[config.mk]
export PLATFORM = sky130hd
export DESIGN_NAME = mpc_sequencer_flat
export DESIGN_NICKNAME = d
export VERILOG_FILES = /design/src/rtl/mcu_pkg.sv /design/src/rtl/mpc_sequencer_if.sv /design/src/rtl/mpc_next_sel.sv /design/src/rtl/mpc_sequencer.sv /design/src/flat_wrapper.sv
export SDC_FILE = /design/constraint.sdc
export NUM_CORES = 1
export LEC_CHECK = 0
export BUFFER_PORTS_ARGS = -buffer_cell sky130_fd_sc_hd__buf_4
export CAP_MARGIN = 20
export CORE_MARGIN = 8
export CORE_UTILIZATION = 25
export CTS_BUF_LIST = sky130_fd_sc_hd__clkbuf_8
export DETAILED_ROUTE_END_ITERATION = 7
export PLACE_DENSITY = 0.53
export SLEW_MARGIN = 40
export SYNTH_ARGS = -nofsm -noshare
export SYNTH_HDL_FRONTEND = slang
export SYNTH_SLANG_ARGS = --single-unit
export TNS_END_PERCENT = 20
[constraint.sdc]
create_clock -name clk -period 4.42 [get_ports clk]
set_clock_uncertainty 0.1 [all_clocks]
set_input_delay 1.105 -clock clk [delete_from_list [all_inputs] [get_ports clk]]
set_output_delay 1.105 -clock clk [all_outputs]
set_load 0.02 [all_outputs]
[src/rtl/mcu_pkg.sv]
// Shared constants, condition encodings and FSM state type for the micro-sequencer.
package mcu_pkg;

  localparam int unsigned ADDR_W = 16;
  localparam int unsigned OPC_W  = 6;
  localparam int unsigned CNT_W  = 16;

  localparam logic [ADDR_W-1:0] FETCH_ADDR    = 16'h0000;
  localparam logic [ADDR_W-1:0] DISPATCH_BASE = 16'h0400;
  localparam logic [ADDR_W-1:0] HLT_ADDR      = 16'h07E0;

  localparam logic [1:0] COND_Z      = 2'd0;
  localparam logic [1:0] COND_C      = 2'd1;
  localparam logic [1:0] COND_N      = 2'd2;
  localparam logic [1:0] COND_ALWAYS = 2'd3;

  typedef enum logic [1:0] {
    RUN       = 2'd0,
    STEP_WAIT = 2'd1,
    HALT      = 2'd2
  } seq_state_t;

  // Each opcode owns a 16-word microroutine slot above DISPATCH_BASE.
  function automatic logic [ADDR_W-1:0] dispatch_target(input logic [OPC_W-1:0] opc);
    return DISPATCH_BASE + ADDR_W'({opc, 4'b0000});
  endfunction

endpackage

[src/rtl/mpc_sequencer_if.sv]
// Control-store / sequencing-control bus between the control unit and the sequencer.
interface mpc_sequencer_if;
  import mcu_pkg::*;

  logic [ADDR_W-1:0] next_addr;
  logic              dispatch;
  logic [OPC_W-1:0]  opcode;
  logic              br_en;
  logic [1:0]        br_sel;
  logic              flag_z;
  logic              flag_c;
  logic              flag_n;
  logic              stall;
  logic              step_mode;
  logic              step_req;
  logic              run_req;
  logic [ADDR_W-1:0] mpc_out;
  logic              halted;
  logic              instr_done;
  logic [CNT_W-1:0]  ucycle_cnt;

  modport master (
    output next_addr, dispatch, opcode, br_en, br_sel,
    output flag_z, flag_c, flag_n,
    output stall, step_mode, step_req, run_req,
    input  mpc_out, halted, instr_done, ucycle_cnt
  );

  modport slave (
    input  next_addr, dispatch, opcode, br_en, br_sel,
    input  flag_z, flag_c, flag_n,
    input  stall, step_mode, step_req, run_req,
    output mpc_out, halted, instr_done, ucycle_cnt
  );

endinterface

[src/rtl/mpc_next_sel.sv]
// Combinational next-microaddress mux with branch-condition evaluation.
module mpc_next_sel
  import mcu_pkg::*;
(
  input  logic [ADDR_W-1:0] mpc,
  input  logic [ADDR_W-1:0] next_addr,
  input  logic              dispatch,
  input  logic [OPC_W-1:0]  opcode,
  input  logic              br_en,
  input  logic [1:0]        br_sel,
  input  logic              flag_z,
  input  logic              flag_c,
  input  logic              flag_n,
  output logic [ADDR_W-1:0] target_c
);

  logic cond_c;

  // Select the flag named by br_sel.
  always_comb begin
    cond_c = 1'b0;
    case (br_sel)
      COND_Z:      cond_c = flag_z;
      COND_C:      cond_c = flag_c;
      COND_N:      cond_c = flag_n;
      COND_ALWAYS: cond_c = 1'b1;
      default:     cond_c = 1'b0;
    endcase
  end

  // Dispatch beats branch; a failed branch falls through to mpc+1 (wraps).
  always_comb begin
    target_c = next_addr;
    if (dispatch) begin
      target_c = dispatch_target(opcode);
    end else if (br_en && !cond_c) begin
      target_c = mpc + ADDR_W'(1);
    end
  end

endmodule

[src/rtl/mpc_sequencer.sv]
// Micro-program counter: run/step/halt FSM, MPC register and microword counter.
module mpc_sequencer
  import mcu_pkg::*;
(
  input  logic           clk,
  input  logic           rst_n,
  mpc_sequencer_if.slave bus
);

  seq_state_t        state_q, state_d;
  logic [ADDR_W-1:0] mpc_q, mpc_d;
  logic [CNT_W-1:0]  cnt_q, cnt_d;
  logic              halted_q, halted_d;
  logic              done_q, done_d;
  logic              advance_c;
  logic [ADDR_W-1:0] target_c;

  mpc_next_sel u_next_sel (
    .mpc       (mpc_q),
    .next_addr (bus.next_addr),
    .dispatch  (bus.dispatch),
    .opcode    (bus.opcode),
    .br_en     (bus.br_en),
    .br_sel    (bus.br_sel),
    .flag_z    (bus.flag_z),
    .flag_c    (bus.flag_c),
    .flag_n    (bus.flag_n),
    .target_c  (target_c)
  );

  // State, MPC, counter and status registers.
  always_ff @(posedge clk or negedge rst_n) begin
    if (!rst_n) begin
      state_q  <= RUN;
      mpc_q    <= FETCH_ADDR;
      cnt_q    <= '0;
      halted_q <= 1'b0;
      done_q   <= 1'b0;
    end else begin
      state_q  <= state_d;
      mpc_q    <= mpc_d;
      cnt_q    <= cnt_d;
      halted_q <= halted_d;
      done_q   <= done_d;
    end
  end

  // Next state and register updates; step_mode is checked before any advance.
  always_comb begin
    state_d   = state_q;
    mpc_d     = mpc_q;
    cnt_d     = cnt_q;
    done_d    = 1'b0;
    advance_c = 1'b0;

    case (state_q)
      RUN: begin
        if (bus.step_mode) begin
          state_d = STEP_WAIT;
        end else if (!bus.stall) begin
          advance_c = 1'b1;
        end
      end
      STEP_WAIT: begin
        if (!bus.step_mode) begin
          state_d = RUN;
        end else if (bus.step_req && !bus.stall) begin
          advance_c = 1'b1;
        end
      end
      HALT: begin
        if (bus.run_req) begin
          state_d = RUN;
          mpc_d   = FETCH_ADDR;
          done_d  = (mpc_q != FETCH_ADDR);
        end
      end
      default: state_d = RUN;
    endcase

    if (advance_c) begin
      mpc_d  = target_c;
      cnt_d  = cnt_q + CNT_W'(1);
      done_d = (target_c == FETCH_ADDR) && (mpc_q != FETCH_ADDR);
      if (target_c == HLT_ADDR) begin
        state_d = HALT;
      end
    end

    halted_d = (state_d == HALT);
  end

  assign bus.mpc_out    = mpc_q;
  assign bus.halted     = halted_q;
  assign bus.instr_done = done_q;
  assign bus.ucycle_cnt = cnt_q;

endmodule

[src/flat_wrapper.sv]
// flat-port wrapper written by rule: the top's interface ports become plain ports
module mpc_sequencer_flat import mcu_pkg::*;
  (clk, rst_n, bus_next_addr, bus_dispatch, bus_opcode, bus_br_en, bus_br_sel, bus_flag_z, bus_flag_c, bus_flag_n, bus_stall, bus_step_mode, bus_step_req, bus_run_req, bus_mpc_out, bus_halted, bus_instr_done, bus_ucycle_cnt);
  mpc_sequencer_if bus_i ();
  input  logic clk;
  input  logic rst_n;
  input wire logic [$bits(bus_i.next_addr)-1:0] bus_next_addr;
  input wire logic [$bits(bus_i.dispatch)-1:0] bus_dispatch;
  input wire logic [$bits(bus_i.opcode)-1:0] bus_opcode;
  input wire logic [$bits(bus_i.br_en)-1:0] bus_br_en;
  input wire logic [$bits(bus_i.br_sel)-1:0] bus_br_sel;
  input wire logic [$bits(bus_i.flag_z)-1:0] bus_flag_z;
  input wire logic [$bits(bus_i.flag_c)-1:0] bus_flag_c;
  input wire logic [$bits(bus_i.flag_n)-1:0] bus_flag_n;
  input wire logic [$bits(bus_i.stall)-1:0] bus_stall;
  input wire logic [$bits(bus_i.step_mode)-1:0] bus_step_mode;
  input wire logic [$bits(bus_i.step_req)-1:0] bus_step_req;
  input wire logic [$bits(bus_i.run_req)-1:0] bus_run_req;
  output wire logic [$bits(bus_i.mpc_out)-1:0] bus_mpc_out;
  output wire logic [$bits(bus_i.halted)-1:0] bus_halted;
  output wire logic [$bits(bus_i.instr_done)-1:0] bus_instr_done;
  output wire logic [$bits(bus_i.ucycle_cnt)-1:0] bus_ucycle_cnt;
  assign bus_i.next_addr = bus_next_addr;
  assign bus_i.dispatch = bus_dispatch;
  assign bus_i.opcode = bus_opcode;
  assign bus_i.br_en = bus_br_en;
  assign bus_i.br_sel = bus_br_sel;
  assign bus_i.flag_z = bus_flag_z;
  assign bus_i.flag_c = bus_flag_c;
  assign bus_i.flag_n = bus_flag_n;
  assign bus_i.stall = bus_stall;
  assign bus_i.step_mode = bus_step_mode;
  assign bus_i.step_req = bus_step_req;
  assign bus_i.run_req = bus_run_req;
  assign bus_mpc_out = bus_i.mpc_out;
  assign bus_halted = bus_i.halted;
  assign bus_instr_done = bus_i.instr_done;
  assign bus_ucycle_cnt = bus_i.ucycle_cnt;
  mpc_sequencer u_core (.clk(clk), .rst_n(rst_n), .bus(bus_i));
endmodule
# Word-level counts from Yosys, hierarchy flattened
# Cells that the tools add are included.
# Widths: inputs -> output; s select.
[classes] n_mul=0 n_bitwise=0 n_mux=20 order_cmp=0 reduce_logical=12 shifts=0 n_addsub=3 n_div=0 eq_ne=7
[ops] operator="$mux 16" count=5
[ops] operator="$add 16x1->16 const B" count=2
[ops] operator="$eq 16x11->1 const B" count=1
[ops] operator="$logic_not 16->1" count=1
[ops] operator="$reduce_bool 16->1" count=1
[ops] operator="$add 11x10->12 const A" count=1
[ops] operator="$mux 2" count=5
[ops] operator="$eq 2x2->1 const B" count=4
[ops] operator="$mux 1" count=7
[ops] operator="$pmux 2 s3" count=1
[ops] operator="$eq 2x1->1 const B" count=2
[ops] operator="$logic_not 2->1" count=2
[ops] operator="$pmux 1 s4" count=1
[ops] operator="$reduce_bool 2->1" count=2
[ops] operator="$logic_and 1x1->1" count=3
[ops] operator="$logic_not 1->1" count=2
[ops] operator="$pmux 1 s2" count=1
[ops] operator="$reduce_and 2->1" count=1
[totals] reg_bits=36 wordCells=47 latch_bits=0 n_memories=0 ram_bits=0 rom_bits=0 output_inout_bits=34 input_bits=35

# Longest topological paths before layout
[logic_depth] word_depth=10 ltp_mapped=8 ltp_nobuf=8

# Hierarchy
# From an unflattened synthesis, not the netlist that was laid out.
[unflattened] hier_cells=224 hier_area_um2=2157.1
[modules_own_cells] module="mpc_sequencer" cells_per_inst=124 seq_area_each_um2=900.9 instances=1 area_each_um2=1564.0
[modules_own_cells] module="mpc_next_sel" cells_per_inst=100 seq_area_each_um2=0.0 instances=1 area_each_um2=593.1

# Worst setup path after synthesis
# OpenSTA, ideal clock, no wires.
[synth_timing] path_type="input to register" from="in bus_flag_c" to="reg u_core.state_q[0]" required_ns=4.201 slack_ns=1.672 n_path_buf=1 setup_time_ns=0.119 stages=8 arrival_ns=2.529 cell_sequence="and4bb_2 a21o_2 buf_6 nor2_1 a211oi_1 o21ai_0 a2111o_1 o21a_1"
[synth_between] elab_chain_len=8
[synth_rtl] element="from (decl)" line="flat_wrapper.sv:13" source="input wire logic [$bits(bus_i.flag_c)-1:0] bus_flag_c;"
[synth_rtl] element="$pmux 1 s4" line="mpc_next_sel.sv:22" source="case (br_sel)"
[synth_rtl] element="$logic_not 1->1" line="mpc_next_sel.sv:36" source="end else if (br_en && !cond_c) begin"
[synth_rtl] element="$logic_and 1x1->1" line="mpc_next_sel.sv:36"
[synth_rtl] element="$mux 16" line="mpc_next_sel.sv:36"
[synth_rtl] element="$mux 16" line="mpc_next_sel.sv:34" source="if (dispatch) begin"
[synth_rtl] element="$eq 16x11->1" line="mpc_sequencer.sv:85" source="if (target_c == HLT_ADDR) begin"
[synth_rtl] element="$mux 2" line="mpc_sequencer.sv:85"
[synth_rtl] element="$mux 2" line="mpc_sequencer.sv:81" source="if (advance_c) begin"
[synth_rtl] element="named net u_core.state_d[0]" line="mpc_sequencer.sv:10" source="seq_state_t state_q, state_d;"
[synth_rtl] element="to (signal assigned)" line="mpc_sequencer.sv:40" source="state_q <= state_d;"
[synth_rtl] element="to (decl)" line="mpc_sequencer.sv:10"
# The timed path passes the listed nets, and every way through them passes these cells.
# A chain may end at the register's enable or synchronous reset.

# Worst setup path after layout
[layout_timing] from="in bus_br_sel[0]" to="reg u_core.halted_q, in the netlist u_core.bus.halted"
[layout_between] elab_chain_len=10 elab_cells_between_ends=13 cone_classes="5 x eq/ne; 5 x mux; 3 x reduce/logical"
[layout_rtl] element="from (decl)" line="flat_wrapper.sv:11" source="input wire logic [$bits(bus_i.br_sel)-1:0] bus_br_sel;"
[layout_rtl] element="$eq 2x2->1 (tied with other cells)" line="mpc_next_sel.sv:22"
[layout_rtl] element="$pmux 1 s4 (*)" line="mpc_next_sel.sv:22"
[layout_rtl] element="$logic_not 1->1 (*)" line="mpc_next_sel.sv:36"
[layout_rtl] element="$logic_and 1x1->1 (*)" line="mpc_next_sel.sv:36"
[layout_rtl] element="$mux 16 (*)" line="mpc_next_sel.sv:36"
[layout_rtl] element="$mux 16 (*)" line="mpc_next_sel.sv:34"
[layout_rtl] element="$eq 16x11->1 (*)" line="mpc_sequencer.sv:85"
[layout_rtl] element="$mux 2 (*)" line="mpc_sequencer.sv:85"
[layout_rtl] element="$mux 2 (*)" line="mpc_sequencer.sv:81"
[layout_rtl] element="$eq 2x2->1 (*)" line="mpc_sequencer.sv:90" source="halted_d = (state_d == HALT);"
[layout_rtl] element="named net u_core.halted_d" line="mpc_sequencer.sv:13" source="logic halted_q, halted_d;"
[layout_rtl] element="to (signal assigned)" line="mpc_sequencer.sv:43" source="halted_q <= halted_d;"
[layout_rtl] element="to (decl)" line="mpc_sequencer.sv:13"
# Mark *: on every way through the listed nets, which the timed path passes. The rest lies on a longest branch.

==> impl_metrics.csv <==
group,metric,value,unit
critical_path,crit_chain,"buf_4 > and4bb_2 > a21oi_2 > buf_4 > nor2_1 > o31a_2 > and3_2 > a22oi_2 > o21ai_0",
synth,yosysSeqAreaShare,41.5,%
clock_network,clk_path_buf_depth,2,
sta,hold_viol,0,
clock_network,clkLatencyLatePin,290,ps
detailed_routing,viasPerCell,4.86,
final_layout,area_growth,33.6,%
clock_network,numCtsBuffers,5,
synth,synth_edf_count,0,
clock_network,clk_pin_slew_worst_paths,70,ps
critical_path,path_class,"input pin to register",
synth,ys.flop_type,"dfrtp_1",
sta,whs,386,ps
sta,rsz0062_at_grt,"no",
place,place_hpwl,5170,microns
sta,max_freq,347,MHz
synth,synth_area_leaders,"dfrtp_1 (42%), xnor2_1 (9.3%), nand2_1 (5.5%)",
clock_network,root_buffer,"clkbuf_8",
synth,ys_types,41,
sta,setup_tns,0,ps
detailed_routing,drtIter0Drc,66,
critical_path,critPathTopFamily,"compound AO/OA/AOI/OAI gates",
critical_path,cp.required,4480,ps
clock_network,cts_resized,0,
die,initial_core_util,25.4,%
global_route,antenna_found_initial,0,
global_route,grt_pass1_wl,10700,microns
synth,synth_seq_cells,36,
global_route,grt_max_degree,37,
detailed_routing,wirelength,6620,microns
place,port_buffers,68,
detailed_routing,wl_per_cell,15.8,microns
die,die_h,109,microns
clock_network,cts.sinks,36,
clock_network,cts_tree,"done",
sta,post-route-period-util,65.2,%
final_layout,num_antenna_cells,0,
critical_path,crit_top_cell,"buf_4",
power,vdd_drop_max,0.105,mV
critical_path,crit_slowest_cell,"o31a_2",
die,io_pins,69,
sta,slew_viol_final,0,
clock_network,holdBufCountCts,0,
sta,period_minus_slack,2880,ps
global_route,grt_pass1_vias,2103,
critical_path,cp_max_fo,16,
detailed_routing,num_vias,2031,
synth,yosysWarnings,0,
die,core_area,8550,sq um
die,num_rows,34,
die,dieArea,11900,sq um
detailed_routing,ant_nets,0,
die,die_w,109,microns
final_layout,fin_nets,347,
synth,syn_inst,239,
final_layout,nFillCells,896,
synth,syn_nets,277,
sta,slew_headroom,56.8,%
critical_path,crit_buf_inv,2,
status,outcome,"complete, no violations",
detailed_routing,drt_pre_antenna_iters,4,
detailed_routing,drcViolationCount,0,
sta,finalSetupViolCount,0,
global_route,gr-total-overflow,0,
place,place_congestion,0.812,
power,p_leak,1.30,nW
synth,synth.most_common_cell,"dfrtp_1",
critical_path,critPathLaunchType,"input pin",
critical_path,arrival,2940,ps
flow_run,maxCapViolations,0,
synth,synthArstFlopShare,100,%
final_layout,drive_gt1_share,28.1,%
final_layout,post-route-util,33.9,%
synth,synth_area,2170,sq um
synth,avgSynthCellArea,9.07,sq um
sta,worst_pin_slew,648,ps
global_route,grtUsageTotal,11.5,%
power,power_density,377,nW/um^2
clock_network,htreeDepth,2,
synth,synth_top_area_cell,"dfrtp_1",
worst_hold_path,hold_path_class,"register to register",
synth,ys_top_cells_by_count,"dfrtp_1 (36), nand2_1 (32), xnor2_1 (23)",
critical_path,max_stage_delay,310,ps
clock_network,cts_setup_buffers,0,
synth,synth_top_area_share,41.5,%
critical_path,cp-end-kind,"register",
-- where the power goes --
group | leakage (nW) | internal (W) | switching [W]
Combinational | 0.761 | 0.000144 | 0.000163
Clock | 0.0645 | 0.000199 | 0.000126
Sequential | 0.471 | 0.000375 | 0.0000875
Total | 1.30 | 0.000718 | 0.000376
-- cell type report --
| cell class | instances | area, sq um | share of cell area, % |
|---|---|---|---|
| multi-input cells | 192 | 1190 | 41.2 |
| flip-flops and latches | 36 | 901 | 31.1 |
| inverters | 4 | 15.0 | 0.518 |
| well taps | 108 | 135 | 4.66 |
| clock inverters | 1 | 30.0 | 1.04 |
| clock buffers | 7 | 96.3 | 3.32 |
| repair buffers | 70 | 526 | 18.1 |
-- kinds of logic after synthesis --
logic type,share of synthesized area [%]
muxes,2.77
buffers and inverters,3.35
adders and majority gates,1.73
xor gates and xnor gates,11.3
DFF,41.5
and+or+nand+nor,24.9
AOI/OAI and AO/OA,14.4
-- stage by stage --
stage | total power (W) | cells | area, sq um | setup WS, ps
2_1_floorplan | 0.000628 | 239 | 2170 | 1670
3_3_place_gp | 0.000778 | 410 | 2770 | 1300
3_5_place_dp | 0.000780 | 410 | 2770 | 1220
4_1_cts | 0.00111 | 418 | 2900 | 1550
5_1_grt | 0.00117 | 418 | 2900 | 1430
6_report | 0.00109 | 418 | 2900 | 1540
-- worst register-to-register path: cells and delay by family (launching register included) --
family / cells / cell delay, ps
DFF: 1 / 460
xor gates and xnor gates: 1 / 110
and+or+nand+nor: 2 / 330
AOI/OAI and AO/OA: 4 / 1020
adders and majority gates: 1 / 320
-- final timing paths --
| check | start | end | slack, ps | depth (start not counted) |
|---|---|---|---|---|
| setup / recovery | bus_br_sel[0] | u_core.bus.halted | 1540 | 9 |
| hold / removal | u_core.bus.ucycle_cnt[15] | u_core.bus.ucycle_cnt[15] | 390 | 1 |
| setup reg to reg | u_core.bus.mpc_out[1] | u_core.state_q[0] | 1980 | 8 |
| hold reg to reg | u_core.bus.ucycle_cnt[15] | u_core.bus.ucycle_cnt[15] | 390 | 1 |
| max in group asynchronous | rst_n | u_core.bus.mpc_out[10] | 3210 | 1 |
| min in group asynchronous | rst_n | u_core.bus.ucycle_cnt[7] | 670 | 1 |
-- routing by layer --
metal	track usage (%)	vias to the layer above	share of wire (%)
met1	15.0	967	46
met4	4.40	0	1.7
met5	0	-	0
met2	18.4	50	48
li1	-	1003	-
met3	2.30	11	4.3
-- cell usage in the layout, fill, tap and decap left out, drive strengths merged, types with 2 or more instances in the layout --
cell,n
a211oi,3
a21oi,9
a22o,3
and3,7
buf,70
clkbuf,7
dfrtp,36
ha,3
inv,4
mux2i,6
nand2,32
nand3,13
nand4,8
nor2,18
nor2b,2
nor3,10
nor3b,2
nor4,8
o21a,2
o21ai,24
or4,2
xnor2,23
xor2,5
-- registers in the layout, indices dropped and copies added, names as in the netlist --
signal	cells
u_core.bus.halted	1
u_core.bus.instr_done	1
u_core.bus.mpc_out	16
u_core.bus.ucycle_cnt	16
u_core.state_q	2
(Power assumes the default switching activity.)
